File: src/rtl/fetch_unit_if.sv
// Instruction-memory request/response channel between the fetch unit (master)
// and the instruction SRAM controller (slave).
interface fetch_unit_if;
    logic        inst_sram_req;
    logic [31:0] inst_sram_addr;
    logic        inst_sram_addr_ok;
    logic        inst_sram_data_ok;
    logic [31:0] inst_sram_rdata;

    modport master (
        output inst_sram_req,
        output inst_sram_addr,
        input  inst_sram_addr_ok,
        input  inst_sram_data_ok,
        input  inst_sram_rdata
    );

    modport slave (
        input  inst_sram_req,
        input  inst_sram_addr,
        output inst_sram_addr_ok,
        output inst_sram_data_ok,
        output inst_sram_rdata
    );
endinterface

File: src/rtl/fetch_unit.sv
// Instruction fetch stage: issues one outstanding instruction-memory request at a
// time, buffers the returned word and hands it to ID, honouring delayed-branch redirects.
module fetch_unit #(
    parameter logic [31:0] RESET_PC = 32'hBFC0_0000
) (
    input  logic                clk,
    input  logic                rst,
    input  logic [5:0]          stall_i,
    input  logic [32:0]         br_bus_i,
    fetch_unit_if.master        inst_sram,
    output logic [32:0]         if_to_id_bus_o,
    output logic [31:0]         if_inst_o,
    output logic                stallreq_o
);

    typedef enum logic [1:0] {
        S_IDLE = 2'd0,
        S_REQ  = 2'd1,
        S_WAIT = 2'd2,
        S_FULL = 2'd3
    } state_e;

    state_e      state_q,       state_d;
    logic        req_q,         req_d;
    logic [31:0] addr_q,        addr_d;
    logic [31:0] fetch_pc_q,    fetch_pc_d;
    logic        pc_fresh_q,    pc_fresh_d;
    logic        buf_valid_q,   buf_valid_d;
    logic [31:0] buf_pc_q,      buf_pc_d;
    logic [31:0] inst_q,        inst_d;
    logic        redir_valid_q, redir_valid_d;
    logic [31:0] redir_addr_q,  redir_addr_d;

    logic        br_e_s;
    logic [31:0] br_addr_s;
    logic        handoff_s;
    logic        launch_s;
    logic [31:0] launch_pc_s;
    logic        stall_unused_s;

    assign br_e_s         = br_bus_i[32];
    assign br_addr_s      = br_bus_i[31:0];
    assign stall_unused_s = ^stall_i[5:2];

    // The buffered word leaves on any FULL edge not held by stall[1];
    // a new fetch may launch from IDLE or on that same handoff edge.
    assign handoff_s   = (state_q == S_FULL) && !stall_i[1];
    assign launch_s    = ((state_q == S_IDLE) || handoff_s) && !stall_i[0];
    // pc_fresh marks a fetch_pc that has never been issued (the reset vector).
    assign launch_pc_s = redir_valid_q ? redir_addr_q :
                         (pc_fresh_q ? fetch_pc_q : (fetch_pc_q + 32'd4));

    // Next-state logic for the fetch FSM, buffer and redirect latch.
    always_comb begin
        state_d       = state_q;
        req_d         = req_q;
        addr_d        = addr_q;
        fetch_pc_d    = fetch_pc_q;
        pc_fresh_d    = pc_fresh_q;
        buf_valid_d   = buf_valid_q;
        buf_pc_d      = buf_pc_q;
        inst_d        = inst_q;
        redir_valid_d = redir_valid_q;
        redir_addr_d  = redir_addr_q;

        case (state_q)
            S_IDLE: begin
                if (!stall_i[0]) begin
                    state_d = S_REQ;
                end else begin
                    state_d = S_IDLE;
                end
            end
            S_REQ: begin
                if (inst_sram.inst_sram_addr_ok) begin
                    state_d = S_WAIT;
                    req_d   = 1'b0;
                end else begin
                    state_d = S_REQ;
                end
            end
            S_WAIT: begin
                if (inst_sram.inst_sram_data_ok) begin
                    state_d     = S_FULL;
                    buf_valid_d = 1'b1;
                    buf_pc_d    = fetch_pc_q;
                    inst_d      = inst_sram.inst_sram_rdata;
                end else begin
                    state_d = S_WAIT;
                end
            end
            S_FULL: begin
                if (!stall_i[1]) begin
                    buf_valid_d = 1'b0;
                    if (stall_i[0]) begin
                        state_d = S_IDLE;
                    end else begin
                        state_d = S_REQ;
                    end
                end else begin
                    state_d = S_FULL;
                end
            end
            default: begin
                state_d = S_IDLE;
                req_d   = 1'b0;
            end
        endcase

        // The address is only ever rewritten here, so a pending redirect can
        // never disturb a request already on the bus.
        if (launch_s) begin
            req_d         = 1'b1;
            addr_d        = launch_pc_s;
            fetch_pc_d    = launch_pc_s;
            pc_fresh_d    = 1'b0;
            redir_valid_d = 1'b0;
        end else begin
            req_d = req_d;
        end

        // A branch seen on the launch edge re-arms the redirect for the next launch.
        if (br_e_s) begin
            redir_valid_d = 1'b1;
            redir_addr_d  = br_addr_s;
        end else begin
            redir_addr_d = redir_addr_d;
        end
    end

    // State registers with synchronous reset; reset abandons any outstanding request.
    always_ff @(posedge clk) begin
        if (rst) begin
            state_q       <= S_IDLE;
            req_q         <= 1'b0;
            addr_q        <= RESET_PC;
            fetch_pc_q    <= RESET_PC;
            pc_fresh_q    <= 1'b1;
            buf_valid_q   <= 1'b0;
            buf_pc_q      <= 32'd0;
            inst_q        <= 32'd0;
            redir_valid_q <= 1'b0;
            redir_addr_q  <= 32'd0;
        end else begin
            state_q       <= state_d;
            req_q         <= req_d;
            addr_q        <= addr_d;
            fetch_pc_q    <= fetch_pc_d;
            pc_fresh_q    <= pc_fresh_d;
            buf_valid_q   <= buf_valid_d;
            buf_pc_q      <= buf_pc_d;
            inst_q        <= inst_d;
            redir_valid_q <= redir_valid_d;
            redir_addr_q  <= redir_addr_d;
        end
    end

    assign inst_sram.inst_sram_req  = req_q;
    assign inst_sram.inst_sram_addr = addr_q;
    assign if_to_id_bus_o           = {buf_valid_q, buf_pc_q};
    assign if_inst_o                = inst_q;
    assign stallreq_o               = ~rst & ~buf_valid_q;

endmodule

File: src/flat_wrapper.sv
// flat-port wrapper written by rule: the top's interface ports become plain ports
module fetch_unit_flat 
#(
    parameter logic [31:0] RESET_PC = 32'hBFC0_0000
)
  (clk, rst, stall_i, br_bus_i, if_to_id_bus_o, if_inst_o, stallreq_o, inst_sram_inst_sram_req, inst_sram_inst_sram_addr, inst_sram_inst_sram_addr_ok, inst_sram_inst_sram_data_ok, inst_sram_inst_sram_rdata);
  fetch_unit_if inst_sram_i ();
  input  logic clk;
  input  logic rst;
  input  logic [5:0] stall_i;
  input  logic [32:0] br_bus_i;
  output logic [32:0] if_to_id_bus_o;
  output logic [31:0] if_inst_o;
  output logic stallreq_o;
  output wire logic [$bits(inst_sram_i.inst_sram_req)-1:0] inst_sram_inst_sram_req;
  output wire logic [$bits(inst_sram_i.inst_sram_addr)-1:0] inst_sram_inst_sram_addr;
  input wire logic [$bits(inst_sram_i.inst_sram_addr_ok)-1:0] inst_sram_inst_sram_addr_ok;
  input wire logic [$bits(inst_sram_i.inst_sram_data_ok)-1:0] inst_sram_inst_sram_data_ok;
  input wire logic [$bits(inst_sram_i.inst_sram_rdata)-1:0] inst_sram_inst_sram_rdata;
  assign inst_sram_inst_sram_req = inst_sram_i.inst_sram_req;
  assign inst_sram_inst_sram_addr = inst_sram_i.inst_sram_addr;
  assign inst_sram_i.inst_sram_addr_ok = inst_sram_inst_sram_addr_ok;
  assign inst_sram_i.inst_sram_data_ok = inst_sram_inst_sram_data_ok;
  assign inst_sram_i.inst_sram_rdata = inst_sram_inst_sram_rdata;
  fetch_unit #(.RESET_PC(RESET_PC)) u_core (.clk(clk), .rst(rst), .stall_i(stall_i), .br_bus_i(br_bus_i), .inst_sram(inst_sram_i), .if_to_id_bus_o(if_to_id_bus_o), .if_inst_o(if_inst_o), .stallreq_o(stallreq_o));
endmodule
File: config.mk
export PLATFORM = sky130hd
export DESIGN_NAME = fetch_unit_flat
export DESIGN_NICKNAME = d
export VERILOG_FILES = /design/src/rtl/fetch_unit_if.sv /design/src/rtl/fetch_unit.sv /design/src/flat_wrapper.sv
export SDC_FILE = /design/constraint.sdc
export NUM_CORES = 1
export LEC_CHECK = 0
export ABC_CLOCK_PERIOD_IN_PS = 2800
export BUFFER_PORTS_ARGS = -buffer_cell sky130_fd_sc_hd__buf_2
export CAP_MARGIN = 30
export CORE_ASPECT_RATIO = 1.1
export CORE_UTILIZATION = 27
export CTS_CLUSTER_DIAMETER = 30
export CTS_CLUSTER_SIZE = 28
export DETAILED_ROUTE_END_ITERATION = 7
export MAX_ROUTING_LAYER = met4
export SETUP_SLACK_MARGIN = 0.2
export SLEW_MARGIN = 20
export SYNTH_ARGS = -nofsm -noshare
export SYNTH_HDL_FRONTEND = slang
export SYNTH_SLANG_ARGS = --single-unit
File: constraint.sdc
create_clock -name clk -period 2.8 [get_ports clk]
set_input_delay 0.56 -clock clk [delete_from_list [all_inputs] [get_ports clk]]
set_output_delay 0.56 -clock clk [all_outputs]
set_load 0.01 [all_outputs]
==> results of run 1 <==
[path summary, 6_finish.rpt]
path / to / slack [ns]
worst min register to register: u_core.buf_pc_q[10] / 0.45
worst min-delay path: u_core.redir_addr_q[6] / 0.37
worst max-delay path: u_core.inst_sram.inst_sram_addr[18] / 0.38
worst max register to register: u_core.inst_sram.inst_sram_addr[18] / 0.38
[power groups by stage]
| stage | clock network, W | logic, W | registers, W |
|---|---|---|---|
| after detailed placement | 0 | 0.000493 | 0.00214 |
| after CTS | 0.00231 | 0.000494 | 0.00210 |
| after global placement | 0 | 0.000486 | 0.00214 |
| after floorplan | 0 | 0.000290 | 0.00213 |
| final | 0.00224 | 0.000489 | 0.00210 |
| after global routing | 0.00239 | 0.000544 | 0.00211 |
[layer usage]
metal	wire length (µm)	share of wire, %
met1	7803	47
met2	7448	45
met3	959	5.8
met4	266	1.6
met5	0	0
[through the flow]
| stage | power, W | std cells | area [µm²] | hold WS [ns] | utilization [%] |
|---|---|---|---|---|---|
| after floorplan | 0.002419 | 669 | 5563 | 0.4312 | - |
| after global routing | 0.005051 | 1084 | 7213 | 0.3590 | 36.07 |
| after global placement | 0.002626 | 1054 | 6626 | 0.4379 | 33.13 |
| after CTS | 0.004905 | 1084 | 7213 | 0.3547 | 36.07 |
| final | 0.004833 | 1084 | 7213 | 0.3657 | 36.07 |
| after detailed placement | 0.002634 | 1054 | 6626 | 0.4430 | 33.13 |
[logic make-up (layout without fill, tap and decap cells)]
group	after synthesis	after routing	share of synthesized area, %
multiplexers	41	41	7.400
adder cells (fa/ha/maj)	1	1	0.2249
buffers and inverters	58	221	4.498
AND/OR/NAND/NOR	273	273	21.95
flip-flops	134	134	48.22
AO/OA/AOI/OAI	162	162	17.70
[registers in the layout, indices dropped and copies added (netlist names)]
signal	count
u_core.buf_pc_q	32
u_core.pc_fresh_q	1
u_core.redir_valid_q	1
u_core.redir_addr_q	32
u_core.inst_sram.inst_sram_addr	32
u_core.if_inst_o	32
u_core.buf_valid_q	1
u_core.state_q	2
u_core.inst_sram.inst_sram_req	1
[worst min-delay path, stage by stage]
cell	delay [ns]
buf_2	0.08
mux2i_1	0.05
nor2_1	0.07
[cell usage after synthesis, types with 2 or more instances]
master	count
nor3_1	10
o21a_1	5
a2111o_1	2
a22oi_1	19
and4_1	6
nand2_1	158
mux2i_1	40
o22ai_1	12
buf_2	8
buf_6	2
nor4_1	12
nor2_1	48
nand4_1	7
nand3_1	7
clkbuf_1	38
buf_1	3
or3_1	6
o31ai_1	3
o21ai_0	10
and2_1	2
a21o_1	5
nor2_2	2
a311oi_1	2
buf_4	2
a211oi_1	5
inv_1	4
nor2b_1	3
a21oi_1	90
or4_1	2
dfxtp_1	134
[layout make-up]
cell class | count | area (µm²)
clock buffers | 18 | 429.2
clock inverters | 12 | 157.7
fillers | 2123 | 12790
inverters | 5 | 18.77
multi-input cells | 477 | 2634
flip-flops and latches | 134 | 2683
well taps | 252 | 315.3
repair buffers | 186 | 975.9
==> run metrics, run 1 <==
status=finished, violations left; failing checks=DRC; ys async rst share=0%; Top Usage Layer GRT=met2; Final Skew=0.009294 ns; Die Y=152.5 µm; Clock Power Share=46.4%; Net count, final=897; DRT iter0 DRCs=364; Synthesis Warnings=0; Sw Share=25.65%; R2R cell count=6; layout cells sized above 1=27.04%; htree depth=4; Worst Path Max Fanout=12; crit path from=u_core.inst_sram.inst_sram_addr[2]; synth top area cells=dfxtp_1 48%, nand2_1 11%, a21oi_1 8.1%, mux2i_1 7.2%, nor2_1 3.2%; clk slew on worst S/H paths=0.06 ns; Setup TNS=0 ns; wire length per cell=15.20 µm; Buf/Inv on CP=0; portion of synthesized cell area occupied by the leading cell type=48.22%; GR Util met1=21.20%; pwr/cell area=670.1 mW/mm²; final setup vio count=0; commonest cells after routing, fill and taps aside=168 x buf_2, 157 x nand2_1, 134 x dfxtp_1; die span in x=138.9 µm; Ports=174; Post-synth EDFFs=0; CP Depth=6; Syn Nets=745; Rows=54; crit share post-route=86.35%; Max Cap Viol=0; die footprint=0.02118 mm²; CTS buffer count=17; synthesized instance count=669; Max Slew Vio Count=0; detailed-route wire length=16480 µm; register area share after synthesis=48.22%; Min-Delay Path Class=in2reg; syn avg cell area=8.315 µm²; hold path startpoint=br_bus_i[6]; RSZ-0062 raised after global routing=no; DP Worst Slack=0.4143 ns; initial antenna violation count=0; GP Congestion=0.7890; largest net degree at the start of global routing=69; Critical R2R Launch=u_core.inst_sram.inst_sram_addr[2]; Slew headroom=50.72%; Pre-Repair DR Iteration Count=8; DR vias/cell=4.779; TritonCTS clock tree=done; combinational power share=10.1%; Critical Path End Type=flop; final hold violation count=0; Num Clock Sinks=134; area grow syn2layout=29.67%; Slowest-stage cell, CP=or3_1; grt ovf=0; Worst Slack Setup Final=0.3823 ns; CTS Buffer Depth=2; via count=5180; worst hold path depth=3; met2 Track Usage GR=23.91%; diode count=0; WP data arrival=2.77 ns; Synth Flop Type=dfxtp_1; first-pass GRT wire length=25890 µm; flops & latches, synth=134; post-cts resize count=0; dpl hpwl=11390 µm; Hold-fix buffers, CTS=0; CP top delay family=simple AND/OR/NAND/NOR gates; commonest non-fill, non-tap cell in the layout=buf_2; Mapped Area=0.005563 mm²; antenna viol nets, final=0; critical path type=reg2reg; worst vdd ir=0.3408 mV; setup bufs post-CTS=0; Tmin final=2.418 ns; fmax=413.6 MHz; root buf cell=clkbuf_16; cells along the critical path=ha_1 > nand4_1 > or3_1 > or4_1 > a21o_1 > a21oi_1; Yosys top cell by area=dfxtp_1; GRT Util Overall=16.18%; number of global-route vias before repair=4638; Initial Utilization=27.82%; P_int=0.003594 W; Worst-Margin Slew=0.7392 ns; met3 usage=3.960%; P_leak=2.979 nW; sequential share of power=43.5%; drc violations=13; Startpoint Class=flop; worst-skew pair later-pin latency=0.43 ns; Core Area=0.02000 mm²; Worst EP required=3.15 ns; Crit path largest cell delay=0.61 ns; Port-buffer cells=169; unique cell type count in the Yosys netlist=52; Sw Pwr=0.001240 W
Note: power is estimated with default switching activity, not from simulation.
==> run 2, diff against run 1 <==
--- a/config.mk
+++ b/config.mk
@@ -10,9 +10,11 @@
 export CAP_MARGIN = 30
 export CORE_ASPECT_RATIO = 1.1
 export CORE_UTILIZATION = 27
+export CTS_BUF_LIST = sky130_fd_sc_hd__clkbuf_2 sky130_fd_sc_hd__clkbuf_4 sky130_fd_sc_hd__clkbuf_8
 export CTS_CLUSTER_DIAMETER = 30
 export CTS_CLUSTER_SIZE = 28
 export DETAILED_ROUTE_END_ITERATION = 7
+export GPL_ROUTABILITY_DRIVEN = 0
 export MAX_ROUTING_LAYER = met4
 export SETUP_SLACK_MARGIN = 0.2
 export SLEW_MARGIN = 20
==> run 2 against run 1 <==
Against the previous run:
- the flow still finishes with violations (DRC)
- final cell count is the same
- sequential share of layout area is 0.99 points higher
- setup slack got worse by 0.0083 ns
- via count is 0.19% higher
- first-iteration DRC count increased by 3.0%
- count of clock-buffer cells in the layout unchanged
- hold slack worse by 0.028 ns
- die area is the same
- routed wire length grew 0.32%
- cell area decreased by 2.6%
- largest power group is now sequential cells
- highest routed layer unchanged
==> run metrics, run 2 (synthesis results as in run 1) <==
DP Worst Slack=0.4143 ns (unchanged); diode count=0 (unchanged); TritonCTS clock tree=done; DRT iter0 DRCs=375 (+3.0%); drc violations=13 (unchanged); Pre-Repair DR Iteration Count=8 (unchanged); Startpoint Class=flop; fill count=2149 (+1.2%); CTS buffer count=17 (unchanged); commonest cells after routing, fill and taps aside=168 x buf_2, 157 x nand2_1, 134 x dfxtp_1; first-pass GRT wire length=25830 µm (-0.24%); critical path type=reg2reg; number of global-route vias before repair=4600 (-0.82%); status=finished, violations left; commonest non-fill, non-tap cell in the layout=buf_2; via count=5190 (+0.19%); initial antenna violation count=0 (unchanged); Setup TNS=0 ns (unchanged); Net count, final=897 (unchanged); DR vias/cell=4.788 (+0.19%); failing checks=DRC; final setup vio count=0 (unchanged); dpl hpwl=11390 µm (unchanged); worst-skew pair later-pin latency=0.45 ns (+0.02 ns); RSZ-0062 raised after global routing=no; area grow syn2layout=26.29%; WHS=0.3376 ns (-0.02812 ns); cells along the critical path=ha_1 > nand4_1 > or3_1 > or4_1 > a21o_1 > a21oi_1; Critical Path End Type=flop; die footprint=0.02118 mm² (unchanged); GRT Util Overall=16.13% (-0.049 points); largest net degree at the start of global routing=69 (unchanged); R2R cell count=6 (unchanged); Final Skew=0.01009 ns (+0.0007930 ns); Worst-Margin Slew=0.7463 ns (+0.007010 ns); wire length per cell=15.25 µm (+0.32%); antenna viol nets, final=0 (unchanged); Initial Utilization=27.82% (unchanged); Port-buffer cells=169 (unchanged); fmax=412.2 MHz (-0.34%); Rows=54 (unchanged); detailed-route wire length=16530 µm (+0.32%); Tmin final=2.426 ns (+0.008289 ns); Core Area=0.02000 mm² (unchanged); Worst EP required=3.18 ns (+0.03 ns); Slew headroom=50.15% (-0.57 points); worst hold path depth=3 (unchanged); final hold violation count=0 (unchanged); Die Y=152.5 µm (unchanged); Min-Delay Path Class=in2reg; CTS Buffer Depth=2 (unchanged); Max Slew Vio Count=0 (unchanged); crit share post-route=86.64% (+0.30 points); Final Core Density=35.13% (-0.94 points); die span in x=138.9 µm (unchanged); Max Cap Viol=0 (unchanged); htree depth=4 (unchanged); Ports=174 (unchanged); Slowest-stage cell, CP=or3_1; P_leak=2.896 nW (-2.8%); Worst Path Max Fanout=12 (unchanged); Crit path largest cell delay=0.61 ns (about the same); layout cells sized above 1=27.16% (+0.12 points); clk slew on worst S/H paths=0.08 ns (+0.02 ns); worst vdd ir=0.2526 mV (-26%); WP data arrival=2.80 ns (+0.03 ns); Hold-fix buffers, CTS=0 (unchanged); Worst Slack Setup Final=0.3740 ns (-0.008289 ns); setup bufs post-CTS=0 (unchanged); Num Clock Sinks=134 (unchanged); pwr/cell area=604.9 mW/mm² (-9.7%); post-cts resize count=0 (unchanged); root buf cell=clkbuf_8; grt ovf=0 (unchanged)
[run 2: cell counts in the layout (fill, tap and decap cells not counted)]
Identical to the previous run, type by type.
[run 2: worst paths after layout]
kind	from	end	slack [ns]
hold / removal	br_bus_i[15]	u_core.redir_addr_q[15]	0.34
setup / recovery	u_core.inst_sram.inst_sram_addr[2]	u_core.inst_sram.inst_sram_addr[18]	0.37
hold reg to reg	u_core.buf_pc_q[10]	u_core.buf_pc_q[10]	0.45
setup reg to reg	u_core.inst_sram.inst_sram_addr[2]	u_core.inst_sram.inst_sram_addr[18]	0.37
[run 2: where the power goes]
group	switching (W)	internal, W	total, W
logic	0.000282	0.000208	0.000490
clock network	0.000781	0.000880	0.00166
registers	0.000105	0.00199	0.00210
total	0.00117	0.00308	0.00425
[run 2: layout make-up]
class / instances / area, µm² / share of cell area (%)
clock buffers: 18 / 241.5 / 3.437
clock inverters: 12 / 157.7 / 2.244
inverters: 5 / 18.77 / 0.2671
multi-input cells: 477 / 2634 / 37.49
flip-flops and latches: 134 / 2683 / 38.18
well taps: 252 / 315.3 / 4.488
repair buffers: 186 / 975.9 / 13.89
[run 2: metrics by stage]
step / std cells / area, µm² / total power [W]
floorplan: 669 / 5563 / 0.002419
global placement: 1054 / 6626 / 0.002626
detailed placement: 1054 / 6626 / 0.002634
CTS: 1084 / 7025 / 0.004315
global route: 1084 / 7025 / 0.004462
finish: 1084 / 7025 / 0.004250
[run 2: critical path, delay by kind of cell (launching register included)]
family / cells / cell delay (ns)
fa+ha+maj: 1 / 0.26
simple gates: 3 / 1.34
flops: 1 / 0.44
compound gates: 2 / 0.30
[run 2: routing by layer]
metal | up-vias | GRT usage, % | wire length, µm | part of all wire, %
met5 | - | - | 0 | 0
met4 | 0 | 5.979 | 233 | 1.4
met3 | 16 | 3.865 | 879 | 5.3
met2 | 150 | 23.83 | 7547 | 46
met1 | 2386 | 21.24 | 7870 | 48
li1 | 2638 | - | - | -
